===== config.mk =====
export PLATFORM = sky130hd
export DESIGN_NAME = alu_issue_buffer
export DESIGN_NICKNAME = d
export VERILOG_FILES = /design/src/rtl/alu_issue_buffer.sv
export SDC_FILE = /design/constraint.sdc
export NUM_CORES = 1
export LEC_CHECK = 0
export BUFFER_PORTS_ARGS = -buffer_cell sky130_fd_sc_hd__buf_2
export CAP_MARGIN = 20
export CORE_ASPECT_RATIO = 2
export CORE_MARGIN = 2
export CORE_UTILIZATION = 45
export DETAILED_ROUTE_END_ITERATION = 10
export GPL_ROUTABILITY_DRIVEN = 0
export PLACE_DENSITY_LB_ADDON = 0.05
export SYNTH_ARGS = -nofsm -noshare
export SYNTH_HDL_FRONTEND = slang
export SYNTH_SLANG_ARGS = --single-unit

===== constraint.sdc =====
create_clock -name CLK -period 1.9 [get_ports CLK]
set_clock_uncertainty 0.05 [all_clocks]
set_input_delay 0.38 -clock CLK [delete_from_list [all_inputs] [get_ports CLK]]
set_output_delay 0.38 -clock CLK [all_outputs]
set_load 0.01 [all_outputs]

===== src/rtl/alu_issue_buffer.sv =====
`default_nettype none
// ============================================================================
//  Module   : alu_issue_buffer
//  Purpose  : Two-entry elastic (skid) buffer in front of the ALU. Accepts
//             {aluop, a, b} bundles over a valid/ready handshake and presents
//             them in order to the ALU stage. in_ready and out_valid depend
//             only on registered state, so ALU backpressure never reaches the
//             upstream ready path combinationally.
//  Revision : 1.0  initial release
// ----------------------------------------------------------------------------
//  Ports
//    CLK        in   1       system clock, rising-edge
//    nRST       in   1       asynchronous active-low reset
//    in_valid   in   1       upstream offers a bundle
//    in_ready   out  1       buffer can accept a bundle
//    in_aluop   in   OP_W    opcode of offered bundle
//    in_a       in   DATA_W  operand A of offered bundle
//    in_b       in   DATA_W  operand B of offered bundle
//    flush      in   1       synchronous discard of all buffered bundles
//    out_valid  out  1       head bundle valid for ALU
//    out_ready  in   1       ALU consumes head this cycle
//    out_aluop  out  OP_W    head opcode
//    out_a      out  DATA_W  head operand A
//    out_b      out  DATA_W  head operand B
//    count      out  2       occupancy 0..2
// ============================================================================
module alu_issue_buffer #(
    parameter int DATA_W = 32,
    parameter int OP_W   = 4
) (
    input  logic              CLK,
    input  logic              nRST,
    input  logic              in_valid,
    output logic              in_ready,
    input  logic [OP_W-1:0]   in_aluop,
    input  logic [DATA_W-1:0] in_a,
    input  logic [DATA_W-1:0] in_b,
    input  logic              flush,
    output logic              out_valid,
    input  logic              out_ready,
    output logic [OP_W-1:0]   out_aluop,
    output logic [DATA_W-1:0] out_a,
    output logic [DATA_W-1:0] out_b,
    output logic [1:0]        count
);

    // State encoding equals occupancy so count is a direct view of the state.
    typedef enum logic [1:0] {
        ST_EMPTY = 2'd0,
        ST_ONE   = 2'd1,
        ST_FULL  = 2'd2
    } state_t;

    state_t              state_q,     state_d;
    logic [OP_W-1:0]     head_op_q,   head_op_d;
    logic [DATA_W-1:0]   head_a_q,    head_a_d;
    logic [DATA_W-1:0]   head_b_q,    head_b_d;
    logic [OP_W-1:0]     skid_op_q,   skid_op_d;
    logic [DATA_W-1:0]   skid_a_q,    skid_a_d;
    logic [DATA_W-1:0]   skid_b_q,    skid_b_d;

    logic push;
    logic pop;

    // Handshake outputs come straight from the state register.
    assign in_ready  = (state_q != ST_FULL);
    assign out_valid = (state_q != ST_EMPTY);
    assign count     = state_q;
    assign out_aluop = head_op_q;
    assign out_a     = head_a_q;
    assign out_b     = head_b_q;

    assign push = in_valid & in_ready;
    assign pop  = out_valid & out_ready;

    always_comb begin
        state_d   = state_q;
        head_op_d = head_op_q;
        head_a_d  = head_a_q;
        head_b_d  = head_b_q;
        skid_op_d = skid_op_q;
        skid_a_d  = skid_a_q;
        skid_b_d  = skid_b_q;

        if (flush) begin
            // Flush wins over any push/pop; data regs keep stale contents,
            // which out_valid=0 masks.
            state_d = ST_EMPTY;
        end else begin
            case (state_q)
                ST_EMPTY: begin
                    if (push) begin
                        state_d   = ST_ONE;
                        head_op_d = in_aluop;
                        head_a_d  = in_a;
                        head_b_d  = in_b;
                    end
                end
                ST_ONE: begin
                    if (push && pop) begin
                        // Head replaced in the same cycle it is consumed.
                        head_op_d = in_aluop;
                        head_a_d  = in_a;
                        head_b_d  = in_b;
                    end else if (push) begin
                        state_d   = ST_FULL;
                        skid_op_d = in_aluop;
                        skid_a_d  = in_a;
                        skid_b_d  = in_b;
                    end else if (pop) begin
                        state_d   = ST_EMPTY;
                    end
                end
                ST_FULL: begin
                    // in_ready is low here, so only a pop can occur.
                    if (pop) begin
                        state_d   = ST_ONE;
                        head_op_d = skid_op_q;
                        head_a_d  = skid_a_q;
                        head_b_d  = skid_b_q;
                    end
                end
                default: begin
                    state_d = ST_EMPTY;
                end
            endcase
        end
    end

    always_ff @(posedge CLK or negedge nRST) begin
        if (!nRST) begin
            state_q   <= ST_EMPTY;
            head_op_q <= '0;
            head_a_q  <= '0;
            head_b_q  <= '0;
            skid_op_q <= '0;
            skid_a_q  <= '0;
            skid_b_q  <= '0;
        end else begin
            state_q   <= state_d;
            head_op_q <= head_op_d;
            head_a_q  <= head_a_d;
            head_b_q  <= head_b_d;
            skid_op_q <= skid_op_d;
            skid_a_q  <= skid_a_d;
            skid_b_q  <= skid_b_d;
        end
    end

endmodule
`default_nettype wire

==> results of run 1 <==
==> through the flow <==
step / std cells / utilization, % / instance area, sq um / setup WS [ns] / setup TNS, ns
after floorplan: 380 / - / 6090 / 0.150 / 0
after global placement: 668 / 52.8 / 7060 / 0.0229 / 0
after detailed placement: 668 / 52.8 / 7060 / -0.0145 / -0.0640
after CTS: 704 / 57.5 / 7680 / 0.00613 / 0
after global routing: 711 / 58.0 / 7740 / 0.00867 / 0
final: 711 / 58.0 / 7740 / 0.0752 / 0
==> kinds of logic (layout without fill, tap and decap cells) <==
logic type	count (synthesis)	count (layout)
flops	138	138
compound gates	5	5
simple gates	10	10
mux	204	204
buf+inv	23	199
==> layout make-up <==
class                      instances  area, sq um  share of cell area [%]
clock buffer                      19          443                    5.72
clock inverter                    13          119                    1.53
inverter                           1         3.75                  0.0485
multi-input combinational        219         2500                    32.3
sequential                       138         3460                    44.6
tap                              155          194                    2.50
timing repair buffer             166         1030                    13.3
==> cells in the final DEF (no fill, tap or decap), types with 2 or more instances in the layout <==
master      instances
mux2_2            164
buf_2             143
dfrtp_1           136
mux2_1             21
mux2_4             19
clkbuf_16          18
buf_4              10
buf_12              9
clkinvlp_4          4
clkinv_2            3
inv_6               3
nor2b_4             2
nand2_1             2
a21oi_1             2
clkinv_4            2
dfrtp_2             2
buf_6               2
==> state kept, by name, indices dropped and copies added, names as in the netlist <==
name,flops
skid_a_q,32
out_aluop,4
count,2
skid_op_q,4
out_b,32
skid_b_q,32
out_a,32
==> what timing repair did <==
item / CTS / global route
buffers inserted: 2 / 7
pin swaps: 0 / 2
hold endpoints to repair: 41 / 0
setup endpoints to repair: 3 / 90
hold buffers: 1 / 0
gates resized for setup: 1 / 4
cloned: 1 / 1
==> worst reg2reg max path, stage by stage (launching register included) <==
cell,delay (ns)
dfrtp_2,0.44
nor2b_4,0.22
buf_4,0.14
buf_12,0.21
mux2_2,0.39
mux2_2,0.26
==> final timing paths <==
kind	cells past startpoint	startpoint	slack, ns	end
worst max-delay path	5	count[1]$_DFFE_PN0P_	0.08	out_b[21]$_DFFE_PN0P_
worst min-delay path	2	in_a[15]	0.15	skid_a_q[15]$_DFFE_PN0P_
worst max register to register	5	count[1]$_DFFE_PN0P_	0.08	out_b[21]$_DFFE_PN0P_
worst min register to register	1	skid_a_q[24]$_DFFE_PN0P_	0.43	skid_a_q[24]$_DFFE_PN0P_
max in group asynchronous	3	nRST	0.83	out_b[26]$_DFFE_PN0P_
min in group asynchronous	2	nRST	0.41	out_a[28]$_DFFE_PN0P_
==> power by group through the flow <==
stage	sequential (mW)	clock, mW	combinational, mW
floorplan	4.12	0	0.840
global placement	4.01	0	1.56
detailed placement	4.05	0	1.62
CTS	4.01	3.19	1.63
global route	4.09	3.31	1.76
finish	4.00	3.10	1.61
==> layer usage <==
metal | global-route usage (%) | vias to the layer above | wire [microns]
li1 | - | 1697 | -
met1 | 20.8 | 1911 | 5010
met2 | 31.8 | 99 | 6950
met3 | 5.51 | 12 | 584
met4 | 7.13 | 0 | 246
met5 | 0 | - | 0
==> flow_summary_export.csv, run 1 <==
group,metric,value,unit
status,outcome,"finished, final reports clean",
floorplan,die_x,86.3,microns
critical_path,critical_path_class,"reg -> reg",
sta,rsz0062_at_grt,"no",
power_and_ir_drop,net-switching-power,2.26,mW
detailed_routing,detail-route-antenna-nets,0,
power_and_ir_drop,p_total,8.70,mW
yosys,synth_edf_count,0,
yosys,ys_seq_area_share,56.7,%
yosys,async_flop_share,100,%
yosys,synthXorXnorAreaFrac,0,%
power_and_ir_drop,p_leak,3.56,nW
sta,tightest_slew,0.460,ns
yosys,synthAdderAreaFrac,0,%
yosys,synth_commonest_cells,"164 x mux2_2, 138 x dfrtp_1, 21 x mux2_1, 19 x mux2_4, 13 x buf_2",
sta,slew_headroom,69.4,%
cells_and_area,layout.nets,616,
cells_and_area,synthToLayoutAreaGrowth,27.2,%
floorplan,die_y,169,microns
sta,period_needed,1.82,ns
cells_and_area,num_antenna_cells,0,
sta,hold_violations,0,
clock_network,cts_root_buf,"clkbuf_16",
yosys,syn_inst,380,
clock_network,cts.sinks,138,
critical_path,path_cells,"nor2b_4 > buf_4 > buf_12 > mux2_2 > mux2_2",
power_and_ir_drop,clock_power_share,35.6,%
power_and_ir_drop,peakVddDrop,616,uV
detailed_routing,wl,12800,microns
clock_network,cts_buffers,17,
yosys,yosys-top-cells-area,"dfrtp_1 57%, mux2_2 30%, mux2_4 4.7%",
yosys,synth_most_common_cell,"mux2_2",
yosys,syn_avg_cell_area,16.0,sq um
yosys,syn_nets,453,
cells_and_area,num-fill-cells,1146,
placed_design,dp_hpwl,8380,microns
floorplan,coreArea,13400,sq um
sta,slew_violations,0,
critical_path,end_kind,"flip-flop",
clock_network,cts_tree,"done",
sta,fmax,548,MHz
yosys,yosysWarningCount,0,
global_routing,grt_pass1_wl,20500,microns
detailed_routing,first_pass_iters,3,
yosys,synthSimpleGateAreaFrac,1.05,%
critical_path,crit_buf_inv,2,
yosys,synth_ff_type,"dfrtp_1",
yosys,synth_top_area_share,56.7,%
global_routing,antenna_found_initial,0,
critical_path,crit_family,"multiplexers",
global_routing,grt_pass1_vias,4074,
cells_and_area,layout-drive-gt1-share,69.8,%
sta,finalSetupViolCount,0,
clock_network,htreeDepth,4,
critical_path,crit_path_start_kind,"flip-flop",
detailed_routing,first_iter_violations,76,
yosys,ys_ff_latch,138,
critical_path,worstPathRequired,2.14,ns
critical_path,slowest_delay,0.44,ns
yosys,synthMuxAreaShare,38.9,%
power_and_ir_drop,power.share.combinational,18.5,%
detailed_routing,vias,3719,
critical_path,cp_common_cell,"mux2_2",
global_routing,grt_max_degree,45,
critical_path,slowest_stage,"dfrtp_2",
yosys,post-synth-top-area-cell,"dfrtp_1",
job,drv_cap,0,
detailed_routing,drc_errors,0,
floorplan,die_area,14500,sq um
power_and_ir_drop,power_frac_seq,45.9,%
clock_network,clock_latency,0.41,ns
yosys,synth-compound-area-share,0.575,%
global_routing,grt_overflow,0,
clock_network,clk_pin_slew,0.06,ns
critical_path,crit_arrival,2.07,ns
power_and_ir_drop,power_report.internal_total,6.45,mW
placed_design,port_buffers,144,
power_and_ir_drop,netSwitchingFraction,25.9,%
sta,holdWs,0.148,ns
sta,finalCritPeriodShare,96.0,%
yosys,synth_area,6090,sq um
power_and_ir_drop,power_density,1120,nW/um^2
yosys,synth_cell_types,22,
detailed_routing,via_per_inst,5.23,
floorplan,start_util,45.6,%
floorplan,rows,60,
clock_network,cts.path.max_buffers,2,
critical_path,crit_fanout,35,
global_routing,grt_use_total,18.3,%
floorplan,pin_count,145,
yosys,synth_top_family_by_area,"multiplexers",
detailed_routing,wire_per_inst,18.0,microns
min_path,hold_path.class,"in -> reg",
Power figures use the tool's default switching activity.
==> run 2: changes to the inputs <==
- BUFFER_PORTS_ARGS: -buffer_cell sky130_fd_sc_hd__buf_2 -> default
- DONT_BUFFER_PORTS: default -> 1
==> run 2 against run 1 <==
  * Cell count decreased by 19%
  * Register-to-register slack about the same
  * Non-clock buffer count fell by 138
  * Sequential power grew 5.8%
  * First-iteration DRC count down 6.6%
  * Via count is 15% lower
  * Largest power group unchanged
  * Critical endpoint is now out_a[8]$_DFFE_PN0P_
  * Worst setup slack got worse by 0.0038 ns
  * Global-route usage decreased by 1.6 points
  * Flip-flop and latch count unchanged
  * Die area unchanged
  * Fmax is 0.21% lower
  * Core utilization is 4.7 points lower
  * The flow now finishes with violations (negative hold slack)
==> flow_summary_export.csv, run 2 (synthesis gave the netlist of run 1 again) <==
group,metric,value,unit
status,outcome,"finished, violations left",
status,violations,"negative hold slack",
sta,period_needed,1.83,ns
critical_path,slowest_stage,"dfrtp_2",
detailed_routing,first_pass_iters,4,
critical_path,path_cells,"nor2b_4 > buf_4 > bufbuf_16 > mux2_2 > mux2_2",
sta,finalSetupViolCount,0,
placed_design,dp_worst_setup_slack,0.0398,ns
floorplan,rows,60,
floorplan,start_util,45.6,%
floorplan,die_x,86.3,microns
cells_and_area,layout.nets,478,
sta,hold_violations,138,
clock_network,cts.sinks,138,
critical_path,cp-startpoint,"count[0]$_DFFE_PN0P_",
cells_and_area,layout-drive-gt1-share,59.3,%
global_routing,grt_overflow,0,
detailed_routing,via_per_inst,5.52,
floorplan,coreArea,13400,sq um
critical_path,cp_common_cell,"mux2_2",
critical_path,r2r_slack,0.07,ns
critical_path,crit_fanout,12,
sta,fmax,547,MHz
clock_network,htreeDepth,4,
critical_path,rr_startpoint,"count[0]$_DFFE_PN0P_",
cells_and_area,final_cell_mix,"164 x mux2_2, 136 x dfrtp_1, 21 x mux2_1, 19 x mux2_4, 19 x clkbuf_16",
clock_network,cts_root_buf,"clkbuf_16",
critical_path,crit_arrival,2.08,ns
detailed_routing,first_iter_violations,71,
placed_design,dp_hpwl,7550,microns
critical_path,worstReg2RegEnd,"out_a[8]$_DFFE_PN0P_",
sta,tightest_slew,0.251,ns
sta,slew_violations,0,
critical_path,cp_num_cells,5,
power_and_ir_drop,power_density,1200,nW/um^2
critical_path,crit_buf_inv,2,
detailed_routing,wire_per_inst,21.5,microns
power_and_ir_drop,p_leak,3.03,nW
sta,holdWs,-0.387,ns
critical_path,crit_family,"multiplexers",
clock_network,cts.path.max_buffers,2,
clock_network,cts_tree,"done",
cells_and_area,num_antenna_cells,0,
placed_design,port_buffers,0,
detailed_routing,detail-route-antenna-nets,0,
critical_path,rr_worst_depth,5,
cells_and_area,synthToLayoutAreaGrowth,16.8,%
global_routing,grt_pass1_vias,3401,
critical_path,end_kind,"flip-flop",
clock_network,cts_buffers,17,
global_routing,grt_use_total,16.7,%
clock_network,clk_pin_slew,0.06,ns
clock_network,cts_hold_buf,2,
cells_and_area,final_common_cell,"mux2_2",
job,drv_cap,0,
detailed_routing,vias,3162,
global_routing,grt_max_degree,139,
sta,slew_headroom,83.3,%
cells_and_area,final_core_util,53.2,%
floorplan,die_y,169,microns
critical_path,crit_path_start_kind,"flip-flop",
floorplan,pin_count,145,
critical_path,slowest_delay,0.46,ns
critical_path,critical_path_class,"reg -> reg",
clock_network,clock_latency,0.41,ns
global_routing,grt_pass1_wl,18300,microns
detailed_routing,drc_errors,0,
power_and_ir_drop,peakVddDrop,643,uV
sta,setup_slack,0.0714,ns
power_and_ir_drop,p_total,8.54,mW
min_path,hold_path.class,"in -> async",
critical_path,worstPathRequired,2.15,ns
detailed_routing,wl,12300,microns
critical_path,crit_end,"out_a[8]$_DFFE_PN0P_",
sta,finalCritPeriodShare,96.2,%
global_routing,antenna_found_initial,0,
floorplan,die_area,14500,sq um
==> run 2: cell count changes in the layout (fill, tap and decap cells not counted), sizes merged <==
cell / before / now
dlygate4sd3: 1 / 2
bufinv: 1 / 3
bufbuf: 0 / 1
inv: 4 / 3
buf: 164 / 23
clkbuf: 20 / 21
clkinvlp: 4 / 3
==> run 2: worst min path at each step <==
stage,slack (ns),to,cells past startpoint,from
3_5_place_dp,0.04,out_b[28]$_DFFE_PN0P_,0,nRST
3_3_place_gp,0.04,out_b[27]$_DFFE_PN0P_,0,nRST
2_1_floorplan,0.03,count[0]$_DFFE_PN0P_,0,nRST
6_report,-0.39,out_b[28]$_DFFE_PN0P_,0,nRST
5_1_grt,-0.42,out_a[13]$_DFFE_PN0P_,0,nRST
4_1_cts,-0.41,out_b[28]$_DFFE_PN0P_,0,nRST
==> run 2: per-layer routing <==
| metal | wire length [microns] | vias up | global-route usage (%) |
|---|---|---|---|
| met4 | 323 | 0 | 7.61 |
| met1 | 4550 | 1632 | 17.9 |
| met2 | 6470 | 97 | 28.1 |
| met5 | 0 | - | 0 |
| li1 | - | 1416 | - |
| met3 | 964 | 17 | 6.92 |
==> run 2: metrics by stage <==
| stage | setup TNS (ns) | instances | area, sq um |
|---|---|---|---|
| 4_1_cts | 0 | 561 | 6970 |
| 6_report | 0 | 573 | 7120 |
| 2_1_floorplan | 0 | 380 | 6090 |
| 3_3_place_gp | 0 | 524 | 6300 |
| 3_5_place_dp | 0 | 524 | 6300 |
| 5_1_grt | -0.000577 | 573 | 7120 |
==> run 2: layout make-up <==
| class | instances | area [sq um] |
|---|---|---|
| Clock inverter | 13 | 170 |
| Clock buffer | 19 | 433 |
| Tap cell | 155 | 194 |
| Sequential cell | 138 | 3460 |
| Fill cell | 1141 | 6250 |
| Timing Repair Buffer | 28 | 363 |
| Multi-Input combinational cell | 219 | 2500 |
| Inverter | 1 | 3.75 |
==> run 2: report_power, final <==
part	switching, mW	internal [mW]
logic	0.276	0.692
registers	0.569	3.66
clock network	1.27	2.08
total	2.11	6.43
==> run 2: timing repair <==
item                                   in CTS  in global routing
cloned                                      1                  2
buffers inserted                            2                 10
endpoints found under the hold margin     140                138
setup endpoints to repair                   1                 99
pin swaps                                   0                  1
resized for setup                           1                  2
